`src/rtl/if_fetch.sv`:
```
// if_fetch : instruction-fetch stage feeding the IF/ID pipeline register.
//
// Owns the PC and runs a single-outstanding req/ack fetch to instruction
// memory. Returned instructions land in a 2-entry FIFO whose head drives
// IF_valid / IF_pc / IF_inst. A redirect from EX flushes the FIFO; if a
// request is still in flight it is drained (DROP) before the new target
// is fetched.
//
// Ports:
//   clk, rst        clock, synchronous active-high reset
//   IF_ID_stall     IF/ID hold, head entry not consumed
//   redirect_valid  one-cycle redirect pulse from EX
//   redirect_pc     redirect target (bits [1:0] ignored)
//   imem_req/addr   fetch request and address (address stable until ack)
//   imem_ack/rdata  response strobe and instruction word
//   IF_valid/pc/inst  FIFO head towards IF/ID (zero when empty)
module if_fetch #(
  parameter logic [63:0] RESET_PC = 64'h0,
  parameter logic [63:0] PC_STEP  = 64'd4
) (
  input  logic        clk,
  input  logic        rst,
  input  logic        IF_ID_stall,
  input  logic        redirect_valid,
  input  logic [63:0] redirect_pc,
  output logic        imem_req,
  output logic [63:0] imem_addr,
  input  logic        imem_ack,
  input  logic [31:0] imem_rdata,
  output logic        IF_valid,
  output logic [63:0] IF_pc,
  output logic [31:0] IF_inst
);

  typedef enum logic {FETCH, DROP} fsm_e;

  fsm_e        fsm_q, fsm_d;
  logic [63:0] pc_q, pc_d;
  logic [63:0] tgt_q, tgt_d;
  logic        ost_q, ost_d;
  logic [1:0]  cnt_q, cnt_d;
  logic [63:0] fpc_q [2];
  logic [63:0] fpc_d [2];
  logic [31:0] finst_q [2];
  logic [31:0] finst_d [2];

  logic        ack;
  logic        push;
  logic        pop;
  logic [1:0]  cnt_pp;
  logic [63:0] redir_al;

  always_comb begin
    // Keep asking while a request is in flight (address must stay stable),
    // otherwise only while fetching and the FIFO has room.
    imem_req  = !rst && (ost_q || (fsm_q == FETCH && cnt_q != 2'd2));
    imem_addr = pc_q;
    redir_al  = {redirect_pc[63:2], 2'b00};
    ack       = imem_req && imem_ack;
    pop       = (cnt_q != 2'd0) && !IF_ID_stall && !redirect_valid;
    push      = ack && (fsm_q == FETCH) && !redirect_valid;
    cnt_pp    = cnt_q - {1'b0, pop};

    fsm_d   = fsm_q;
    pc_d    = pc_q;
    tgt_d   = tgt_q;
    ost_d   = imem_req && !imem_ack;
    cnt_d   = cnt_pp + {1'b0, push};
    fpc_d   = fpc_q;
    finst_d = finst_q;

    // FIFO is kept head-aligned in entry 0 so the outputs are plain flops.
    if (pop) begin
      fpc_d[0]   = fpc_q[1];
      finst_d[0] = finst_q[1];
      fpc_d[1]   = '0;
      finst_d[1] = '0;
    end
    if (push) begin
      if (cnt_pp == 2'd0) begin
        fpc_d[0]   = pc_q;
        finst_d[0] = imem_rdata;
      end else begin
        fpc_d[1]   = pc_q;
        finst_d[1] = imem_rdata;
      end
    end

    if (redirect_valid) begin
      cnt_d = 2'd0;
      if (imem_req && !imem_ack) begin
        // Memory still owns the current address: park the target and drain.
        tgt_d = redir_al;
        fsm_d = DROP;
      end else begin
        pc_d  = redir_al;
        fsm_d = FETCH;
      end
    end else if (fsm_q == DROP && ack) begin
      pc_d  = tgt_q;
      fsm_d = FETCH;
    end else if (push) begin
      pc_d = pc_q + PC_STEP;
    end
  end

  always_ff @(posedge clk) begin
    if (rst) begin
      fsm_q   <= FETCH;
      pc_q    <= RESET_PC;
      tgt_q   <= '0;
      ost_q   <= 1'b0;
      cnt_q   <= 2'd0;
      fpc_q   <= '{default: '0};
      finst_q <= '{default: '0};
    end else begin
      fsm_q   <= fsm_d;
      pc_q    <= pc_d;
      tgt_q   <= tgt_d;
      ost_q   <= ost_d;
      cnt_q   <= cnt_d;
      fpc_q   <= fpc_d;
      finst_q <= finst_d;
    end
  end

  always_comb begin
    IF_valid = !rst && (cnt_q != 2'd0);
    IF_pc    = IF_valid ? fpc_q[0] : '0;
    IF_inst  = IF_valid ? finst_q[0] : '0;
  end

endmodule
```
`config.mk`:
```
export PLATFORM = sky130hd
export DESIGN_NAME = if_fetch
export DESIGN_NICKNAME = d
export VERILOG_FILES = /design/src/rtl/if_fetch.sv
export SDC_FILE = /design/constraint.sdc
export NUM_CORES = 1
export LEC_CHECK = 0
export CORE_MARGIN = 10
export CORE_UTILIZATION = 35
export DETAILED_ROUTE_END_ITERATION = 7
export PLACE_DENSITY = 0.71
export SETUP_SLACK_MARGIN = 0.15
export SLEW_MARGIN = 20
export SYNTH_ARGS = -nofsm -noshare
export SYNTH_HDL_FRONTEND = slang
export SYNTH_SLANG_ARGS = --single-unit
```
`constraint.sdc`:
```
create_clock -name clk -period 3.08 [get_ports clk]
set_input_delay 0.616 -clock clk [delete_from_list [all_inputs] [get_ports clk]]
set_output_delay 0.616 -clock clk [all_outputs]
set_load 0.1 [all_outputs]
```
==> impl_metrics.csv, run 1 <==
group,metric,value,unit
run_status,status,"complete, no violations",
global_route,grt_pass1_vias,14800,
pwr,p_int,7.68,mW
pwr,peakVddDrop,0.327,mV
clocking,clk_pin_slew,0.06,ns
logic_synthesis,synth_warnings,0,
place,gp_congestion,0.933,
logic_synthesis,synth_top_area_share,41.9,%
sta,max_freq,0.374,GHz
sta,tns,0,ns
detailed_routing,wirelength,56.0,mm
clocking,htree_levels,2,
floorplan,ioPinCount,263,
place,dp_slack,0.124,ns
detailed_routing,drc,0,
critical_path,worstSetupEndpointType,"register",
pwr,power_density,525,nW/µm²
global_route,grt_pass1_wl,86.8,mm
floorplan,core,43100,µm²
place,dp_cells,2813,
clocking,cts_buffers,37,
cells_and_area,multi_input_area,8110,µm²
clocking,post_cts_buffers,0,
detailed_routing,ant_nets,0,
flow_run,drv_cap,0,
detailed_routing,drt_first_pass_iters,7,
critical_path,path_class,"reg -> reg",
sta,setup_violations,0,
pwr,p_sw_share,29.7,%
sta,maxSlewViolCount,0,
floorplan,num_rows,76,
detailed_routing,vias_per_cell,5.51,
detailed_routing,vias,15900,
critical_path,cp-start-kind,"register",
logic_synthesis,syn-instance-count,2079,
global_route,grt-ovfl-total,0,
floorplan,initial_utilization,35.5,%
clocking,clock_latency,0.55,ns
detailed_routing,wl_per_cell,19.5,µm
pwr,power_frac_seq,41.3,%
logic_synthesis,synthArstFlopShare,0,%
logic_synthesis,synth_top_flop_cell,"dfxtp_1",
cells_and_area,n_fill_cell,4093,
pwr,clkPwrFrac,42.1,%
pwr,power_frac_comb,16.6,%
floorplan,die_h,229,µm
pwr,power_switching,3.25,mW
critical_path,critical_path_required,3.52,ns
logic_synthesis,synth_area_leaders,"dfxtp_1 (42%), nand2_1 (13%), a21oi_1 (6.5%)",
clocking,clkSinkCount,320,
place,io_buffers,258,
cells_and_area,area_growth,36.1,%
logic_synthesis,ys_types,65,
place,hpwl,38.1,mm
floorplan,die_area,52400,µm²
sta,fin_crit_sh,86.7,%
pwr,cellLeakagePower,7.36,nW
logic_synthesis,synthTopCellsByCount,"nand2_1 (513), dfxtp_1 (320), a21oi_1 (197)",
critical_path,path_max_fanout,10,
critical_path,arrival,3.12,ns
logic_synthesis,seq_area_frac_synth,41.9,%
logic_synthesis,synth_area,15300,µm²
sta,slew_headroom,44.6,%
detailed_routing,drt_iter0_markers,1728,
logic_synthesis,synth.most_common_cell,"nand2_1",
floorplan,die_w,229,µm
logic_synthesis,synth_edf_count,0,
logic_synthesis,synth-seq-cells,320,
cells_and_area,seqCellArea,6410,µm²
cells_and_area,fin_cells,2879,
sta,fin_ws,0.408,ns
cells_and_area,final_layout_size_suffix_gt1_share,14.5,%
global_route,grt_max_degree,191,
logic_synthesis,synth_top_area_cell,"dfxtp_1",
sta,worst_slew_pin_slew,0.831,ns
clocking,clock_tree.root_cell,"clkbuf_16",
cells_and_area,final_util,48.3,%
clocking,cts_hold_buf,0,
clocking,cts_resized,0,
sta,finalClockSkew,0.0206,ns
clocking,cts_tree,"built",
sta,post-route-min-period,2.67,ns
cells_and_area,num-nets-final,2371,
clocking,clock_path_buffers,3,
sta,rsz0062_at_grt,"no",
logic_synthesis,syn_area_per_cell,7.35,µm²
worst_hold_path,hp-class,"in -> reg",
global_route,antenna_found_initial,0,
sta,finalHoldViolCount,0,
global_route,track_usage,20.3,%
## state kept, by name, summed over array words and instances, names as in the netlist
| name | cells |
|---|---|
| imem_addr | 62 |
| finst_q | 64 |
| fpc_q | 128 |
| ost_q | 1 |
| cnt_q | 2 |
| tgt_q | 62 |
| fsm_q | 1 |
## final cells by class
| class | instances | area share, % |
|---|---|---|
| inverter | 21 | 0.385 |
| antenna | 1 | 0.0120 |
| multi-input combinational | 1544 | 39.0 |
| clock inverter | 10 | 0.752 |
| tap | 585 | 3.52 |
| sequential | 320 | 30.8 |
| timing repair buffer | 343 | 20.2 |
| clock buffer | 55 | 5.32 |
## metrics by stage
step | power, mW | instance area [µm²] | hold slack [ns]
floorplan | 5.73 | 15300 | 0.432
global placement | 6.37 | 19500 | 0.438
detailed placement | 6.39 | 19500 | 0.444
CTS | 11.0 | 20800 | 0.299
global route | 11.3 | 20800 | 0.317
finish | 10.9 | 20800 | 0.331
## metal layers
| layer | up-vias | GRT usage [%] | share of wire (%) |
|---|---|---|---|
| met5 | - | 0 | 0 |
| met4 | 0 | 8.65 | 3.8 |
| met3 | 108 | 3.41 | 8.3 |
| met2 | 676 | 31.5 | 44 |
| met1 | 7487 | 27.3 | 44 |
| li1 | 7593 | - | - |
## kinds of logic (layout without fill, tap and decap cells)
group / after synthesis / after routing / share of synthesized area, %
XOR/XNOR: 30 / 30 / 1.72
buffers and inverters: 216 / 429 / 5.52
adder cells (fa/ha/maj): 3 / 3 / 0.246
AO/OA/AOI/OAI: 482 / 482 / 20.4
AND/OR/NAND/NOR: 1021 / 1021 / 29.8
multiplexers: 6 / 6 / 0.393
other: 1 / 3 / 0.0245
flip-flops: 320 / 320 / 41.9
## worst max-delay path, stage by stage, from the launching register on
cell     delay (ns)
dfxtp_1        0.45
nand4_1        0.42
nor4_4         0.60
buf_4          0.28
nand3_1        0.23
o21ai_0        0.22
nand2_1        0.08
a32o_1         0.28
## worst paths after layout
path	start	endpoint	slack, ns	cells after the start
setup / recovery	imem_addr[9]	imem_addr[23]	0.41	7
hold / removal	rst	tgt_q[36]	0.33	2
hold reg to reg	tgt_q[20]	tgt_q[20]	0.45	2
setup reg to reg	imem_addr[9]	imem_addr[23]	0.41	7
## power by group through the flow
stage               registers (mW)  logic [mW]  clock network, mW
finish                        4.51        1.82               4.60
global route                  4.53        1.92               4.87
floorplan                     5.06       0.669                  0
global placement              4.59        1.78                  0
CTS                           4.50        1.81               4.71
detailed placement            4.59        1.80                  0
## cells in the final DEF (no fill, tap or decap), types with 9 or more instances in the layout
cell type          n
a211oi_1          23
a21oi_1          197
a311oi_1          99
a31oi_1           10
and2_1            87
and2_2             9
and3_1            13
buf_12           111
buf_4            134
clkbuf_1           9
clkbuf_16         39
clkdlybuf4s50_1   96
dfxtp_1          320
inv_1             17
nand2_1          511
nand3_1          132
nand4_1           20
nor2_1           160
nor3_1            36
nor4_1            13
o211ai_1          22
o21ai_0           71
o32ai_1           13
xnor2_1           23
No activity file was read; power rests on OpenSTA's default activity.
==> run 2, diff against run 1 <==
==> constraint.sdc (replaced) <==
create_clock -name clk -period 3.08 [get_ports clk]
set_input_delay 0.462 -clock clk [delete_from_list [all_inputs] [get_ports clk]]
set_output_delay 0.462 -clock clk [all_outputs]
set_load 0.1 [all_outputs]
==> run 2 against run 1 <==
Effect of this change: maximum frequency up 3.0%; utilization down 0.31 points; sequential share of layout area up 0.20 points; sequential power about the same; critical path depth down 1; worst setup slack better by 0.078 ns; register-to-register slack better by 0.08 ns; count of clock-buffer cells in the layout unchanged.
==> impl_metrics.csv, run 2 (synthesized netlist as in run 1, its figures left out) <==
group,metric,value,unit
run_status,status,"complete, no violations",
pwr,peakVddDrop,0.339,mV
critical_path,path_class,"reg -> reg",
floorplan,ioPinCount,263,
floorplan,core,43100,µm²
global_route,antenna_found_initial,0,
cells_and_area,regMostFlops,"fpc_q",
cells_and_area,reg_top3,"fpc_q x128, finst_q x64",
pwr,p_total,10.7,mW
clocking,clock_tree.root_cell,"clkbuf_16",
clocking,cts_tree,"built",
clocking,clkSinkCount,320,
detailed_routing,drt_iter0_markers,1577,
pwr,power_density,519,nW/µm²
cells_and_area,largest_reg_flops,128,
sta,slew_headroom,38.7,%
cells_and_area,final_cell_mix,"nand2_1 (511), dfxtp_1 (320), a21oi_1 (197)",
sta,rsz0062_at_grt,"no",
cells_and_area,multi_input_area,8090,µm²
clocking,cts_hold_buf,0,
detailed_routing,vias,15900,
clocking,clock_latency,0.56,ns
cells_and_area,num-nets-final,2364,
cells_and_area,final_layout_size_suffix_gt1_share,13.8,%
global_route,track_usage,20.1,%
sta,setup_violations,0,
sta,tns,0,ns
place,hpwl,38.0,mm
sta,maxSlewViolCount,0,
floorplan,die_h,229,µm
place,io_buffers,258,
flow_run,drv_cap,0,
critical_path,cp-start-kind,"register",
sta,post-route-min-period,2.59,ns
global_route,grt_pass1_vias,14600,
critical_path,path_max_fanout,8,
critical_path,critical_path_required,3.55,ns
floorplan,die_area,52400,µm²
critical_path,worstSetupEndpointType,"register",
worst_hold_path,hp-class,"in -> reg",
floorplan,num_rows,76,
detailed_routing,drc,0,
clocking,htree_levels,2,
detailed_routing,wirelength,56.0,mm
clocking,cts_buffers,38,
detailed_routing,wl_per_cell,19.5,µm
detailed_routing,vias_per_cell,5.56,
cells_and_area,final_common_cell,"nand2_1",
detailed_routing,drt_first_pass_iters,6,
global_route,grt_pass1_wl,85.9,mm
floorplan,die_w,229,µm
sta,finalHoldViolCount,0,
clocking,post_cts_buffers,0,
sta,max_freq,0.386,GHz
clocking,clk_pin_slew,0.06,ns
cells_and_area,area_growth,35.3,%
cells_and_area,n_fill_cell,4085,
cells_and_area,antenna-diode-count,0,
detailed_routing,ant_nets,0,
place,gp_congestion,0.925,
cells_and_area,seqCellArea,6410,µm²
clocking,cts_resized,0,
sta,finalClockSkew,0.0264,ns
pwr,cellLeakagePower,7.28,nW
floorplan,initial_utilization,35.5,%
sta,fin_crit_sh,84.2,%
sta,worst_slew_pin_slew,0.919,ns
clocking,clock_path_buffers,3,
global_route,grt-ovfl-total,0,
critical_path,arrival,3.06,ns
global_route,grt_max_degree,191,
==> run 2: cell count changes in the layout (fill, tap and decap cells not counted), sizes merged <==
| cell | previous run | this run |
|---|---|---|
| bufinv | 4 | 1 |
| diode | 1 | 0 |
| clkinv | 6 | 7 |
| buf | 247 | 239 |
==> run 2: area by class of cell <==
cell class                      count  share of cell area, %
Clock inverter                      8                  0.466
Timing Repair Buffer              335                   20.0
Multi-Input combinational cell   1544                   39.2
Sequential cell                   320                   31.0
Clock buffer                       55                   5.45
Inverter                           21                  0.388
Tap cell                          585                   3.54
==> run 2: through the flow <==
step	instance area (µm²)	util [%]	cells	worst slack, ns	hold slack [ns]
detailed placement	19400	45.1	2803	0.0960	0.446
global route	20700	48.0	2868	0.331	0.202
global placement	19400	45.1	2803	0.217	0.437
finish	20700	48.0	2868	0.486	0.200
floorplan	15300	-	2080	0.174	0.432
CTS	20600	47.9	2866	0.335	0.176
==> run 2: power breakdown <==
| part | leakage (nW) | switching (mW) | internal [mW] |
|---|---|---|---|
| clock network | 0.599 | 1.80 | 2.62 |
| logic | 4.07 | 1.26 | 0.523 |
| registers | 2.61 | 0.200 | 4.33 |
==> run 2: routing by layer <==
metal | vias up | track usage [%] | wire length [µm]
li1 | 7582 | - | -
met5 | - | 0 | 0
met4 | 0 | 7.86 | 2130
met2 | 728 | 30.9 | 25300
met3 | 131 | 4.48 | 4920
met1 | 7491 | 26.9 | 23700
==> run 2: worst max-delay path, cell delays in order (launching register included) <==
cell and delay [ns]:
dfxtp_1 0.51, nand4_1 0.26, nor2_1 0.44, nand4_1 0.46
nor4_1 0.43, mux2i_1 0.14, o32ai_1 0.26
==> run 2: final timing paths <==
kind | start | end | slack, ns | cells after the start
worst max register to register | imem_addr[22] | imem_addr[53] | 0.49 | 6
worst max-delay path | imem_addr[22] | imem_addr[53] | 0.49 | 6
worst min register to register | tgt_q[22] | tgt_q[22] | 0.45 | 2
worst min-delay path | rst | tgt_q[31] | 0.20 | 2
==> run 3, diff against run 2 <==
==> constraint.sdc (replaced) <==
create_clock -name clk -period 2.35 [get_ports clk]
set_input_delay 0.3525 -clock clk [delete_from_list [all_inputs] [get_ports clk]]
set_output_delay 0.3525 -clock clk [all_outputs]
set_load 0.1 [all_outputs]
==> run 3 against run 2 <==
Effect of this change: worst setup slack worse by 0.42 ns; register-to-register slack worse by 0.35 ns; utilization is 2.9 points higher; non-clock buffer count grew 51; combinational power up 35%; largest cell class unchanged.
==> impl_metrics.csv, run 3 (synthesized netlist as in run 1, its figures left out) <==
group,metric,value,unit
global_route,antenna_found_initial,1,
detailed_routing,ant_nets,0,
place,placed_cell_area,20000,µm²
place,hpwl,38.9,mm
critical_path,cp-start-kind,"register",
clocking,cts_buffers,38,
worst_hold_path,worstHoldStart,"rst",
detailed_routing,drc,0,
cells_and_area,final_cell_mix,"nand2_1 (511), dfxtp_1 (261), a21oi_1 (196)",
floorplan,core,43100,µm²
detailed_routing,drt_iter0_markers,1719,
cells_and_area,largest_reg_flops,128,
pwr,cellLeakagePower,7.86,nW
worst_hold_path,hp-class,"in -> reg",
floorplan,die_area,52400,µm²
critical_path,worstSetupEndpointType,"primary output",
global_route,grt_use_met2,33.5,%
cells_and_area,fin_area,21900,µm²
global_route,top_usage_layer,"met2",
sta,finalHoldViolCount,0,
critical_path,rr_startpoint,"cnt_q[0]",
sta,slew_headroom,35.6,%
clocking,clkSinkCount,320,
clocking,clk_pin_slew,0.06,ns
sta,max_freq,0.437,GHz
sta,rsz0062_at_grt,"yes",
global_route,grt-ovfl-total,0,
global_route,track_usage,21.0,%
floorplan,initial_utilization,35.5,%
flow_run,drv_cap,0,
run_status,status,"complete, no violations",
detailed_routing,vias,16300,
sta,finalClockSkew,0.0306,ns
clocking,clock_tree.root_cell,"clkbuf_16",
clocking,cts_tree,"built",
sta,maxSlewViolCount,0,
critical_path,cp-startpoint,"cnt_q[1]",
pwr,power_density,669,nW/µm²
global_route,use_met1,27.6,%
sta,setup_violations,0,
cells_and_area,reg_top3,"fpc_q x128, finst_q x64",
floorplan,die_w,229,µm
global_route,grt_pass1_vias,15000,
critical_path,path_max_fanout,6,
critical_path,arrival,1.94,ns
pwr,peakVddDrop,0.501,mV
place,gp_congestion,0.896,
critical_path,path_class,"reg -> out",
clocking,clock_latency,0.57,ns
clocking,htree_levels,2,
global_route,grt_pass1_wl,89.4,mm
global_route,grt_max_degree,113,
cells_and_area,final_layout_size_suffix_gt1_share,22.6,%
detailed_routing,vias_per_cell,5.57,
detailed_routing,wl_per_cell,20.2,µm
floorplan,ioPinCount,263,
cells_and_area,final_common_cell,"nand2_1",
sta,worst_slew_pin_slew,0.967,ns
floorplan,num_rows,76,
sta,post-route-min-period,2.29,ns
cells_and_area,regMostFlops,"fpc_q",
detailed_routing,drt_first_pass_iters,7,
critical_path,critical_path_required,2.00,ns
global_route,grtUsageMet3,4.60,%
cells_and_area,final_util,50.9,%
detailed_routing,wirelength,59.2,mm
cells_and_area,area_growth,43.5,%
clocking,cts_hold_buf,0,
clocking,clock_path_buffers,3,
floorplan,die_h,229,µm
sta,fin_crit_sh,97.3,%
place,io_buffers,258,
cells_and_area,num-nets-final,2415,
[run 3: report_power, final]
part           leakage (nW)  switching (mW)  internal, mW
clock network         0.665            2.51          3.76
logic                  4.56            1.65         0.763
registers              2.63           0.307          5.68
[run 3: final timing paths]
check,endpoint,cells after the start,slack [ns]
worst max-delay path,IF_pc[43],7,0.06
worst min-delay path,tgt_q[38],2,0.06
worst max register to register,finst_q[46],10,0.14
worst min register to register,tgt_q[18],2,0.45
[run 3: cell type report]
type,instances,area [µm²]
clock inverters,24,272
inverters,21,81.3
clock buffers,45,1050
multi-input cells,1544,8380
flip-flops and latches,320,6540
fillers,3956,21200
diodes,1,2.50
well taps,585,732
repair buffers,386,4870
[run 3: critical path, cell delays in order, from the launching register on]
cell and delay, ns:
dfxtp_4 0.36, nor2_4 0.04, nor2_4 0.18, buf_6 0.13, buf_12 0.14, clkbuf_16 0.18, and2_4 0.15, buf_12 0.16
[run 3: what timing repair did]
item,4_1_cts,5_1_grt
setup buffers,8,5
setup endpoints to repair,125,214
gates resized for setup,62,32
pin swaps,23,24
gates cloned,7,4
[run 3: per-layer routing]
| metal | up-vias | wire (µm) |
|---|---|---|
| li1 | 7714 | - |
| met1 | 7725 | 25000 |
| met2 | 742 | 27400 |
| met3 | 114 | 4860 |
| met4 | 0 | 1930 |
| met5 | - | 0 |
[run 3: through the flow]
step                      setup TNS (ns)  hold slack, ns  setup WS (ns)  instances  total power [mW]
after floorplan                        0           0.432         0.0205       2080              7.54
after global placement            -13.95           0.437         -0.163       2832              8.37
after detailed placement          -22.36           0.447         -0.233       2832              8.42
after CTS                              0          0.0297         0.0139       2916              14.7
after global routing            -0.00579          0.0565       -0.00579       2926              15.2
final                                  0          0.0614         0.0624       2926              14.7
